<file path="src/rtl/alu_arbiter.sv">
// Two-requester front end for one shared combinational ALU: IDLE -> EXEC -> RESP per operation.
// Build option ALU_ARBITER_FIXED_PRIO_EN: requester 0 always wins ties (default is round-robin).
//
// state | meaning
// IDLE  | arbitrate between valid requesters, latch operands on handshake
// EXEC  | latched operands on the ALU, capture alu_out into result register
// RESP  | present result to granted requester until it takes it
module alu_arbiter (
  input  logic        clk,
  input  logic        rst,
  input  logic        req0_valid,
  output logic        req0_ready,
  input  logic [31:0] req0_in1,
  input  logic [31:0] req0_in2,
  input  logic [3:0]  req0_op,
  output logic        resp0_valid,
  input  logic        resp0_ready,
  output logic [31:0] resp0_data,
  input  logic        req1_valid,
  output logic        req1_ready,
  input  logic [31:0] req1_in1,
  input  logic [31:0] req1_in2,
  input  logic [3:0]  req1_op,
  output logic        resp1_valid,
  input  logic        resp1_ready,
  output logic [31:0] resp1_data,
  output logic [31:0] alu_in1,
  output logic [31:0] alu_in2,
  output logic [3:0]  alu_op,
  input  logic [31:0] alu_out
);

  typedef enum logic [1:0] {IDLE, EXEC, RESP} state_t;

  state_t      state_q, state_d;
  logic [31:0] in1_q, in1_d;
  logic [31:0] in2_q, in2_d;
  logic [3:0]  op_q, op_d;
  logic        gnt_q, gnt_d;
  logic [31:0] result_q, result_d;
`ifndef ALU_ARBITER_FIXED_PRIO_EN
  logic        last_grant_q, last_grant_d;
`endif

  logic any_valid;
  logic sel;
  logic grant_now;

  assign any_valid = req0_valid | req1_valid;

  always_comb begin
`ifdef ALU_ARBITER_FIXED_PRIO_EN
    sel = ~req0_valid;
`else
    // On a tie, favour whoever did not win last time
    if (req0_valid && req1_valid) sel = ~last_grant_q;
    else                          sel = ~req0_valid;
`endif
  end

  assign grant_now = (state_q == IDLE) && any_valid;

  always_comb begin
    state_d  = state_q;
    in1_d    = in1_q;
    in2_d    = in2_q;
    op_d     = op_q;
    gnt_d    = gnt_q;
    result_d = result_q;
`ifndef ALU_ARBITER_FIXED_PRIO_EN
    last_grant_d = last_grant_q;
`endif
    case (state_q)
      IDLE: begin
        if (any_valid) begin
          in1_d   = sel ? req1_in1 : req0_in1;
          in2_d   = sel ? req1_in2 : req0_in2;
          op_d    = sel ? req1_op  : req0_op;
          gnt_d   = sel;
`ifndef ALU_ARBITER_FIXED_PRIO_EN
          last_grant_d = sel;
`endif
          state_d = EXEC;
        end
      end
      EXEC: begin
        result_d = alu_out;
        state_d  = RESP;
      end
      RESP: begin
        if (gnt_q ? resp1_ready : resp0_ready) state_d = IDLE;
      end
      default: state_d = IDLE;
    endcase
  end

  always_ff @(posedge clk) begin
    if (rst) begin
      state_q  <= IDLE;
      in1_q    <= '0;
      in2_q    <= '0;
      op_q     <= '0;
      gnt_q    <= 1'b0;
      result_q <= '0;
`ifndef ALU_ARBITER_FIXED_PRIO_EN
      last_grant_q <= 1'b1;
`endif
    end else begin
      state_q  <= state_d;
      in1_q    <= in1_d;
      in2_q    <= in2_d;
      op_q     <= op_d;
      gnt_q    <= gnt_d;
      result_q <= result_d;
`ifndef ALU_ARBITER_FIXED_PRIO_EN
      last_grant_q <= last_grant_d;
`endif
    end
  end

  // Outputs are forced quiet while rst is high, even before the reset edge lands
  assign req0_ready  = !rst && grant_now && !sel;
  assign req1_ready  = !rst && grant_now &&  sel;
  assign resp0_valid = !rst && (state_q == RESP) && !gnt_q;
  assign resp1_valid = !rst && (state_q == RESP) &&  gnt_q;
  assign resp0_data  = result_q;
  assign resp1_data  = result_q;
  assign alu_in1     = rst ? 32'd0 : in1_q;
  assign alu_in2     = rst ? 32'd0 : in2_q;
  assign alu_op      = rst ? 4'd0  : op_q;

endmodule
</file>
<file path="config.mk">
export PLATFORM = sky130hd
export DESIGN_NAME = alu_arbiter
export DESIGN_NICKNAME = d
export VERILOG_FILES = /design/src/rtl/alu_arbiter.sv
export SDC_FILE = /design/constraint.sdc
export NUM_CORES = 1
export LEC_CHECK = 0
export CORE_MARGIN = 4
export CORE_UTILIZATION = 35
export CTS_CLUSTER_SIZE = 8
export DETAILED_ROUTE_END_ITERATION = 8
export PLACE_DENSITY = 0.78
export SYNTH_ARGS = -nofsm -noshare
export SYNTH_HDL_FRONTEND = slang
export SYNTH_SLANG_ARGS = --single-unit
</file>
<file path="constraint.sdc">
create_clock -name clk -period 1.4 [get_ports clk]
set_input_delay 0.14 -clock clk [delete_from_list [all_inputs] [get_ports clk]]
set_output_delay 0.14 -clock clk [all_outputs]
set_load 0.05 [all_outputs]
</file>
==> results.md, run 1 <==
- Tracing the worst setup path back leads to its startpoint at last_grant_q$_SDFFE_PP1P_.
- Counting flops with a built-in enable in the synthesized netlist gives 0.
- The number of hold buffers added after CTS is 0.
- The average via count per standard cell is ~5.4.
- The biggest area consumer among synthesized cells is sky130_fd_sc_hd__dfxtp_1.
- The number of global-route vias before repair is 5900.
- The floorplan step defined a core boundary enclosing around 15000 um^2.
- The cell count after synthesis came out at a little under 700.
- The setup check on the worst reg-to-reg path leaves a slack of ~50 ps.
- The synthesized netlist contains 27 unique library cells.
- The min-delay analysis places its worst path in the category primary input to register.
- The share of synthesized registers carrying an async set or reset is 0%.
- The category of the critical setup timing path is register to output port.
- The worst slack after detailed placement is -343.0 ps.
- The initial utilization of the core area, before any placement, comes to ~36%.
- The number of logic stages on the critical path including buffering is 4.
- In this run the number of H-tree levels came out at 3.
- Sorting the synthesized cells by area gives the leading types as sky130_fd_sc_hd__dfxtp_1 (39%), sky130_fd_sc_hd__a21oi_1 (9.6%), sky130_fd_sc_hd__nor2b_1 (8.2%).
- The fmax is 682.3 MHz.
- The complex-gate fraction of the synthesized area is just under 30%.
- The slowest cell on the critical path is sky130_fd_sc_hd__dfxtp_4.
- The first global-routing pass estimated ~32000 um of wire.
- The clock passes through at most 2 buffers.
- In this run the core area contains 44 standard-cell rows.
- A synthesized cell averages a little under 8 um^2.
- The dominant register cell in the synthesized netlist is sky130_fd_sc_hd__dfxtp_1.
- The cell family with the largest share of critical-path delay is simple AND/OR/NAND/NOR gates.
- The capturing element of the worst setup path is req1_ready.
- The static leakage is between 3 and 4 nW.
- Of the total synthesized cell area, the portion taken by full adders, half adders and majority gates is 0%.
- Dividing the final minimum period by the clock period gives 104.7%.
- For the final database, setup skew stands at 7.766 ps.
- Synthesis produced a netlist with a net count of 849.
- Setup repair after global routing could not meet its margin everywhere.
- Once detailed placement completed, the half-perimeter wirelength came to ~15000 um.
- The length of the first detailed-routing pass in iterations is 4.
- In the final layout, the share of cells above drive strength 1 is between 20% and 30%.
- The worst stage delay on the critical path is roughly 350 ps.
- The clock latency on the worst-skew pair is 350 ps.
- The maximum number of pins on one net before global-route repair is 47.
- Global routing finished with a remaining overflow of 0.
- The synthesized netlist occupies a cell area of between 5000 and 6000 um^2.
- The maximum fanout along the worst path is 2.
- The flow ran to the end, but the final reports show violations.
- Multiplexer cells account for 0.1865% of the synthesized area.
- The vertical die dimension is between 100 and 150 um.
- The startpoint class of the critical path is a register.
- Compared with the post-synthesis result, the final layout area differs by 79.76%.
- Yosys printed 0 warnings.
- The post-detailed-routing wire length is 22540 um.
- The sequential share of the synthesized area is 38.80%.
- The worst max-slew margin expressed relative to the limit is slightly above 70%.
- Summing the areas of all xor and xnor instances in the mapped netlist gives 0% of the synthesized area.
- The floorplan step defined a die boundary enclosing 17380 um^2.
- The leading cell type by number of instances after synthesis is sky130_fd_sc_hd__dfxtp_1.
- Counting both buffers and inverters, the worst setup path holds a total of 1.
- In the routed design, unresolved DRC markers number 0.
- The initial antenna violation count is 1.
- The final critical-path required period is roughly 1500 ps.
- The total clock sinks is about 100.
- The net count of the finished layout is 1115.
- The number of cells on the worst reg-to-reg path is 6.
- The count of filler cells inserted in the layout is 1255.
- Walking the worst path, the cells encountered are nand2b_4, nand2_4, nor3b_4, buf_12.
- The combinational family with the most area after synthesis is compound AO/OA/AOI/OAI gates.
- The final route contains just over 6000 vias.
- The max-slew violation total from the final report is 0.
- For the pin with the worst max-slew slack, the measured transition is approximately 430 ps.
- Once detail routing completed, the nets flagged for antenna violations numbered 0.
- Setup slack on the critical path of the routed design comes to -65.54 ps.
- The worst register-to-register path ends at in2_q[2]$_SDFFE_PP0P_.
- TritonCTS built the clock tree.
- The origin of the critical flop-to-flop path is last_grant_q$_SDFFE_PP1P_.
- The boundary pin count is a little over 300.
- After the first detailed-routing iteration, the DRC count stood at 335.
- The detail-routed net length per standard cell is ~20 um.
- The max-capacitance violation count is 0.
- The final hold violation count is 0.
- The power per unit of standard cell area is about 1100 nW/um^2.
- The number of CTS-inserted buffers is 9.
- After routing, the total negative slack on setup checks comes to -186.4 ps.
- After synthesis the netlist holds a flip-flop and latch count of about 100.
- The area share of the largest cell type after synthesis is roughly 39%.
- The arrival time at the worst endpoint is between 1000 and 1500 ps.
- The critical path capture point type is an output port.
- In the synthesized netlist, the cells that appear most often are sky130_fd_sc_hd__dfxtp_1 (104), sky130_fd_sc_hd__a21oi_1 (103), sky130_fd_sc_hd__nor2b_1 (70).
- The worst-case IR drop observed on VDD is between 700 and 800 uV.
- The post-synthesis share of cell area spent on and, or, nand and nor gates is about a fifth.
- In this run the tool buffered the top-level ports with about 310 buffer cells.
- The checks that failed: setup timing.
- The cell sitting at the root of the clock tree is a sky130_fd_sc_hd__clkbuf_16.
- The final weighted congestion of routability-driven global placement is about 0.8.
- The total routing resource utilization after global routing is between 20% and 30%.
- The clock edge transition at the registers on the reported setup and hold paths is 70 ps.
- The data required time at the worst endpoint is approximately 1300 ps.
- The die is around 130 um wide.
- The final setup violation count is 4.
[what timing repair did]
| item | 4_1_cts | 5_1_grt |
|---|---|---|
| buffers inserted | 4 | 3 |
| gates resized for setup | 9 | 18 |
| cloned | 1 | 14 |
| endpoints found under the hold margin | 0 | 0 |
| endpoints found under the setup margin | 11 | 62 |
| pin swaps | 3 | 10 |
[worst min-delay path by stage]
| stage | to | cells after the start | from |
|---|---|---|---|
| 6_report | in1_q[18]$_SDFFE_PP0P_ | 2 | rst |
| 3_3_place_gp | resp0_data[21]$_SDFFE_PP0N_ | 2 | resp0_data[21]$_SDFFE_PP0N_ |
| 5_1_grt | in1_q[20]$_SDFFE_PP0P_ | 2 | rst |
| 2_1_floorplan | resp0_data[0]$_SDFFE_PP0N_ | 2 | alu_out[0] |
| 3_5_place_dp | resp0_data[16]$_SDFFE_PP0N_ | 2 | resp0_data[16]$_SDFFE_PP0N_ |
| 4_1_cts | in1_q[24]$_SDFFE_PP0P_ | 2 | rst |
[final cells by class]
cell class              count  area (um^2)  share of cell area, %
diodes                      1        2.502                0.02594
clock inverters             6        107.6                  1.115
well taps                 184        230.2                  2.387
multi-input cells         459         2821                  29.25
flip-flops and latches    104         2090                  21.66
repair buffers            366         4163                  43.15
clock buffers              10        229.0                  2.374
inverters                   1        3.754                0.03891
[cell usage in the layout (no fill, tap or decap), drive strengths merged, types with 2 or more instances in the layout]
cell / instances
o21ai: 68
nand3: 68
nor3: 2
nor2: 2
dfxtp: 104
a21oi: 103
nand2: 66
buf: 184
bufinv: 3
clkbuf: 21
clkdlybuf4s50: 170
clkinv: 2
and2: 2
nand2b: 2
nor2b: 70
a311oi: 68
[layer usage]
layer | global-route usage [%] | up-vias | share of wire, %
li1 | - | 2931 | -
met5 | 0 | - | 0
met4 | 9.043 | 0 | 3.1
met1 | 26.37 | 2840 | 39
met2 | 39.57 | 296 | 50
met3 | 6.145 | 44 | 7.9
[sequential cells by signal, summed over array words and instances, names as in the netlist]
register / count
in1_q: 32
in2_q: 32
resp0_data: 32
op_q: 4
state_q: 2
gnt_q: 1
last_grant_q: 1
[through the flow]
step	cell area [um^2]	total power [mW]	util, %	std cells	hold slack, ps
after floorplan	5473	5.708	-	675	276.0
after global placement	8848	7.161	59.97	1092	457.9
after detailed placement	8848	7.207	59.97	1092	460.3
after CTS	9259	10.15	62.75	1113	198.7
after global routing	9647	10.79	65.38	1131	220.5
final	9647	10.37	65.38	1131	197.5
[logic make-up (layout without fill, tap and decap cells)]
logic type	after synthesis	in the layout
AO/OA/AOI/OAI	240	240
AND/OR/NAND/NOR	217	218
buffers and inverters	113	383
flip-flops	104	104
multiplexers	1	1
other	0	1
[power by group]
| group | total [mW] | internal [mW] | switching (mW) |
|---|---|---|---|
| registers | 3.50 | 3.28 | 0.219 |
| logic | 3.97 | 1.80 | 2.17 |
| clock network | 2.90 | 1.74 | 1.15 |
(Power assumes the default switching activity.)
==> inputs of run 2 (changes only) <==
--- a/config.mk
+++ b/config.mk
@@ -7,9 +7,9 @@
 export LEC_CHECK = 0
 export CORE_MARGIN = 4
 export CORE_UTILIZATION = 35
-export CTS_CLUSTER_SIZE = 8
 export DETAILED_ROUTE_END_ITERATION = 8
 export PLACE_DENSITY = 0.78
 export SYNTH_ARGS = -nofsm -noshare
 export SYNTH_HDL_FRONTEND = slang
 export SYNTH_SLANG_ARGS = --single-unit
+export TNS_END_PERCENT = 30
==> results.md, run 2 (synthesis gave the netlist of run 1 again) <==
- The length of the first detailed-routing pass in iterations came to 4 (unchanged).
- The final critical-path required period is 1464 ps (-1.740 ps).
- The transition time at the pin with the least slew margin is 413.8 ps (-12.26 ps).
- The power per unit of standard cell area is 1082 nW/um^2 (+0.61%).
- The number of global-route vias before repair is 5891 (-0.15%).
- The worst hold path begins at rst.
- In the layout the commonest cells are sky130_fd_sc_hd__clkdlybuf4s50_1 (170), sky130_fd_sc_hd__buf_4 (116), sky130_fd_sc_hd__a21oi_1 (103).
- The detail-routed net length per standard cell is 18.73 um (-6.0%).
- The data required time at the worst endpoint is 1260 ps (about the same).
- TritonCTS built the clock tree.
- The remaining routing DRC violations was 0 (unchanged).
- The worst hold path belongs to the class primary input to register.
- The final reports fail on setup timing.
- The maximum fanout along the worst path is 3 (+1).
- The initial cell density of the core is 36.37% (unchanged).
- The proportion of layout cells with a drive suffix above 1 is 25.45% (-0.97 points).
- The end point of the worst hold path is in1_q[24]$_SDFFE_PP0P_.
- Setup repair after global routing could not meet its margin everywhere.
- The placed cell area is 8848 um^2 (unchanged).
- The summed negative setup slack over all endpoints came to -164.1 ps (+22.22 ps).
- The total routing resource utilization after global routing came to 22.45% (-0.21 points).
- The category of the critical setup timing path is register to output port.
- The part of the cycle the worst path needs is 104.6% (-0.12 points).
- The number of placed instances, taps included is 1092 (unchanged).
- The maximum clock skew at final layout is 6.187 ps (-1.579 ps).
- The CTS H-tree depth is 3 (unchanged).
- The worst max-slew margin expressed relative to the limit was 72.41% (+0.82 points).
- The first-pass GRT wire length came to 31660 um (-0.69%).
- The met1 usage in global routing is 26.01% (-0.35 points).
- The met3 track demand over resource is 6.260% (+0.11 points).
- The capture instance of the worst register-to-register path is in1_q[14]$_SDFFE_PP0P_.
- The final hold violation count is 0 (unchanged).
- The global-route layer with the greatest usage is met2.
- The max-capacitance violation count was 0 (unchanged).
- The run finished, with violations left.
- The static leakage is 3.628 nW (-3.1%).
- The initial antenna violation count is 1 (unchanged).
- The max-slew violation total from the final report was 0 (unchanged).
- The overall power was 10.18 mW (-1.9%).
- The net count of the finished layout is 1104 (-0.99%).
- The boundary pin count is 310 (unchanged).
- The initial DRC count was 315 (-6.0%).
- The setup slack on the worst flop-to-flop path is 0 ps (-50 ps).
- The global routing met2 resource utilization is 38.91% (-0.66 points).
- The total clock sinks was 104 (unchanged).
- The clock edge transition at the registers on the reported setup and hold paths is 70 ps (about the same).
- The maximum number of pins on one net before global-route repair is 47 (unchanged).
- The final design instance area without fill is 9407 um^2 (-2.5%).
- The number of CTS-inserted buffers is 9 (unchanged).
- The placement row count is 44 (unchanged).
- The estimated wirelength of the detail-placed design is 14740 um (unchanged).
- The fmax was 683.2 MHz (+0.12%).
- The peak ir drop on the vdd network came to 775.8 uV (+0.58%).
- The startpoint class of the critical path is a register.
- The worst setup path is captured at an output port.
- Leaving out fill and tap cells, the most frequent cell in the layout is sky130_fd_sc_hd__clkdlybuf4s50_1.
- The residual overflow from global routing was 0 (unchanged).
- The final setup violation count is 5 (+1).
- The arrival time at the worst endpoint is 1320 ps (about the same).
- The vertical die dimension came to 131.8 um (unchanged).
- The number of antenna-violating nets in the routed design came to 0 (unchanged).
- The share of the core filled with cells in the final layout is 63.76% (-1.6 points).
- The post-layout instance count excluding filler cells came to 1120 (-0.97%).
- The post-detailed-routing wire length is 20980 um (-6.9%).
- The quantity of I/O buffers inserted on ports is 309 (unchanged).
- The number of cells on the worst hold path is 2 (unchanged).
- The number of cells on the worst reg-to-reg path is 6 (unchanged).
- The final worst slack is -63.80 ps (+1.740 ps).
- The total vias in the final route was 6013 (-1.6%).
- The area of the core was 14750 um^2 (unchanged).
- The clock latency on the worst-skew pair was 350 ps (about the same).
- The die width is 131.8 um (unchanged).
- The final weighted congestion of routability-driven global placement is 0.8130 (unchanged).
- The clock tree buffer depth came to 2 (unchanged).
- The average via count per standard cell is 5.369 (-0.64%).
- From synthesis to final layout, the design area changed by 75.29%.
- The worst register-to-register path begins at last_grant_q$_SDFFE_PP1P_.
- The master cell of the clock root buffer is sky130_fd_sc_hd__clkbuf_16.
- The full die area is 17380 um^2 (unchanged).
==> run 2: timing repair <==
item / 4_1_cts / 5_1_grt
pin swaps: 3 / 9
hold buffers: 0 / 0
cloned: 0 / 5
gates resized for setup: 8 / 7
setup buffers: 4 / 2
hold endpoints to repair: 0 / 0
endpoints found under the setup margin: 11 / 25
==> run 2: layout make-up <==
type	count	area [um^2]
clock inverter	6	107.6
tap	184	230.2
inverter	1	3.754
timing repair buffer	356	3938
fill	1272	5348
multi-input combinational	458	2806
clock buffer	10	229.0
antenna	1	2.502
sequential	104	2090
==> run 2: how the worst max path moves through the flow <==
stage / startpoint / endpoint / slack (ps) / depth (start not counted)
2_1_floorplan: state_q[0]$_SDFFE_PP0P_ / req1_ready / -60 / 4
3_3_place_gp: req1_valid / in2_q[22]$_SDFFE_PP0P_ / -270 / 5
3_5_place_dp: req1_valid / in1_q[8]$_SDFFE_PP0P_ / -340 / 5
5_1_grt: state_q[0]$_SDFFE_PP0P_ / resp1_valid / -120 / 3
4_1_cts: state_q[0]$_SDFFE_PP0P_ / resp1_valid / -80 / 3
6_report: state_q[0]$_SDFFE_PP0P_ / resp1_valid / -60 / 3
==> run 2: worst max-delay path, stage by stage (launching register included) <==
cell and delay, ps:
sky130_fd_sc_hd__dfxtp_2 340, sky130_fd_sc_hd__buf_6 130, sky130_fd_sc_hd__nor4bb_4 320, sky130_fd_sc_hd__buf_12 180
==> run 2: power breakdown <==
group	switching (mW)	internal (mW)	total (mW)	leakage (nW)
Combinational	2.09	1.69	3.78	2.61
Sequential	0.216	3.28	3.50	0.860
Clock	1.15	1.74	2.89	0.162
Total	3.46	6.72	10.2	3.63
==> run 2: per-layer routing <==
metal / vias up / wire length, um
met2: 277 / 10240
met3: 40 / 1729
met5: - / 0
met1: 2792 / 8343
li1: 2904 / -
met4: 0 / 667
==> run 2: through the flow <==
stage                     setup WS [ps]  hold slack [ps]
after global routing             -122.8            219.1
after detailed placement         -343.0            460.3
after global placement           -269.2            457.9
final                            -63.80            198.5
after CTS                        -76.12            198.7
after floorplan                  -59.05            276.0
==> inputs of run 3 (changes only) <==
--- a/config.mk
+++ b/config.mk
@@ -5,10 +5,12 @@
 export SDC_FILE = /design/constraint.sdc
 export NUM_CORES = 1
 export LEC_CHECK = 0
+export CAP_MARGIN = 25
 export CORE_MARGIN = 4
 export CORE_UTILIZATION = 35
 export DETAILED_ROUTE_END_ITERATION = 8
 export PLACE_DENSITY = 0.78
+export SETUP_SLACK_MARGIN = 0.4
 export SYNTH_ARGS = -nofsm -noshare
 export SYNTH_HDL_FRONTEND = slang
 export SYNTH_SLANG_ARGS = --single-unit
==> constraint.sdc (replaced) <==
create_clock -name clk -period 1.4 [get_ports clk]
set_input_delay 0.35 -clock clk [delete_from_list [all_inputs] [get_ports clk]]
set_output_delay 0.35 -clock clk [all_outputs]
set_load 0.05 [all_outputs]
==> results.md, run 3 (synthesis gave the netlist of run 1 again) <==
- The critical path capture point type is an output port.
- The clock latency on the worst-skew pair is 350 ps (about the same).
- The overall power is 11.72 mW (+15%).
- The internal cell power is 7.610 mW (+13%).
- The maximum fanout along the worst path is 3 (unchanged).
- The quantity of I/O buffers inserted on ports was 309 (unchanged).
- The max-capacitance violation count is 0 (unchanged).
- The flow ran to the end, but the final reports show violations.
- The maximum number of pins on one net before global-route repair is 57 (+21%).
- The proportion of power drawn by flip-flops and latches is 30.7% (-3.7 points).
- The signed area change from the synthesized netlist to the final layout is 125.9%.
- The final critical-path required period is 1693 ps (+229.3 ps).
- The estimated wirelength of the detail-placed design is 15970 um (+8.3%).
- TritonCTS built the clock tree.
- The initial antenna violation count is 1 (unchanged).
- The worst slack after detailed placement came to -708.1 ps (-365.1 ps).
- The post-layout instance count excluding filler cells is 1170 (+4.5%).
- In the layout the commonest cells are sky130_fd_sc_hd__clkdlybuf4s50_1 (170), sky130_fd_sc_hd__buf_12 (115), sky130_fd_sc_hd__a21oi_1 (84).
- The static leakage is 4.501 nW (+24%).
- The remaining routing DRC violations came to 0 (unchanged).
- The max-slew violation total from the final report is 0 (unchanged).
- The transition time at the pin with the least slew margin is 499.0 ps (+85.18 ps).
- The number of antenna-violating nets in the routed design is 0 (unchanged).
- The number of CTS-inserted buffers is 9 (unchanged).
- The count of inserted antenna diode cells is 0 (-1).
- The switching fraction of total power is 35.05% (+1.1 points).
- The initial cell density of the core is 36.37% (unchanged).
- The count of filler cells inserted in the layout is 816 (-36%).
- The share of the core filled with cells in the final layout is 82.16% (+18 points).
- The final reports fail on setup timing.
- The total routing resource utilization after global routing is 27.73% (+5.3 points).
- The final hold violation count is 0 (unchanged).
- The combinational group share of total power is 46.4% (+9.2 points).
- The power share of the clock group came to 22.8% (-5.6 points).
- The average via count per standard cell is 5.787 (+7.8%).
- The area of the core is 14750 um^2 (unchanged).
- The final worst slack came to -293.1 ps (-229.3 ps).
- The boundary pin count is 310 (unchanged).
- The classification of the worst-slack hold path is primary input to register.
- The total vias in the final route was 6771 (+13%).
- Setup repair after global routing could not meet its margin everywhere.
- The maximum clock skew at final layout was 9.806 ps (+3.619 ps).
- The peak ir drop on the vdd network is 837.6 uV (+8.0%).
- The final setup violation count is 72 (+67).
- The worst setup path is of the register to output port kind.
- The post-detailed-routing wire length is 27380 um (+31%).
- The number of global-route vias before repair is 6686 (+13%).
- The data required time at the worst endpoint is 1050 ps (-210 ps).
- The first-pass GRT wire length is 38270 um (+21%).
- The startpoint class of the critical path is a register.
- The final weighted congestion of routability-driven global placement is 0.8051 (-0.97%).
- The leading cell type in the layout, fill and taps excluded is sky130_fd_sc_hd__clkdlybuf4s50_1.
- The placement row count is 44 (unchanged).
- The CTS H-tree depth is 3 (unchanged).
- The number of placed instances, taps included is 1105 (+1.2%).
- The clock tree buffer depth is 2 (unchanged).
- The number of hold buffers added after CTS came to 0 (unchanged).
- The vertical die dimension is 131.8 um (unchanged).
- Clock tree synthesis selected as its root buffer the cell sky130_fd_sc_hd__clkbuf_16.
- The die width is 131.8 um (unchanged).
- The residual overflow from global routing is 0 (unchanged).
- The total clock sinks is 104 (unchanged).
- The power per unit of standard cell area is 966.6 nW/um^2 (-11%).
- The fmax was 590.6 MHz (-14%).
- The net count of the finished layout came to 1156 (+4.7%).
- The detail-routed net length per standard cell came to 23.41 um (+25%).
- The total net switching power came to 4.107 mW (+19%).
- The full die area is 17380 um^2 (unchanged).
- The initial DRC count is 476 (+51%).
- The worst max-slew margin expressed relative to the limit came to 66.74% (-5.7 points).
- The arrival time at the worst endpoint was 1340 ps (+20 ps).
- The length of the first detailed-routing pass in iterations is 5 (+1).
- The part of the cycle the worst path needs was 120.9% (+16 points).
- The summed negative setup slack over all endpoints is -5398 ps (-5234 ps).
- The proportion of layout cells with a drive suffix above 1 is 47.67% (+22 points).
- The clock edge transition at the registers on the reported setup and hold paths came to 70 ps (about the same).
## run 3: path summary, 6_finish.rpt
path / start / to / slack [ps] / cells past startpoint
hold reg to reg: in2_q[12]$_SDFFE_PP0P_ / in2_q[12]$_SDFFE_PP0P_ / 500 / 2
hold / removal: rst / in2_q[7]$_SDFFE_PP0P_ / 260 / 2
setup / recovery: state_q[1]$_SDFFE_PP0P_ / req1_ready / -290 / 4
setup reg to reg: state_q[0]$_SDFFE_PP0P_ / in1_q[12]$_SDFFE_PP0P_ / -200 / 8
## run 3: power by group through the flow
stage               clock network (mW)  logic, mW  registers (mW)
global route                      2.82       5.65            3.63
global placement                     0       4.06            3.59
CTS                               2.69       5.02            3.56
floorplan                            0       2.20            3.70
detailed placement                   0       4.12            3.60
finish                            2.68       5.44            3.60
## run 3: critical path: stages, from the launching register on
cell                      delay [ps]
sky130_fd_sc_hd__dfxtp_2         340
sky130_fd_sc_hd__nor2_4          170
sky130_fd_sc_hd__nand2_4         100
sky130_fd_sc_hd__nor3b_4         210
sky130_fd_sc_hd__buf_12          170
## run 3: layout make-up
cell class	count	area, um^2	share of cell area [%]
Timing Repair Buffer	408	5747	47.41
Multi-Input combinational cell	458	3617	29.84
Sequential cell	104	2217	18.29
Clock buffer	11	252.7	2.085
Tap cell	184	230.2	1.899
Clock inverter	4	53.80	0.4438
Inverter	1	3.754	0.03097
## run 3: repair_timing
action | in CTS | in global routing
setup endpoints to repair | 239 | 238
cloned | 16 | 3
pin swaps | 31 | 25
resized for setup | 236 | 110
setup buffers | 16 | 15
## run 3: per-stage QoR
stage	hold WS [ps]	cell area (um^2)
2_1_floorplan	481.5	5919
3_3_place_gp	497.5	9893
3_5_place_dp	506.7	9893
4_1_cts	299.1	11520
5_1_grt	255.6	12120
6_report	260.7	12120
## run 3: metal layers
layer  part of all wire (%)  wire (um)  track usage, %
met5                  0.069         19               0
met1                     35       9594           30.07
met2                     52      14340           50.32
met4                    3.4        924           10.62
met3                    9.2       2507           8.855
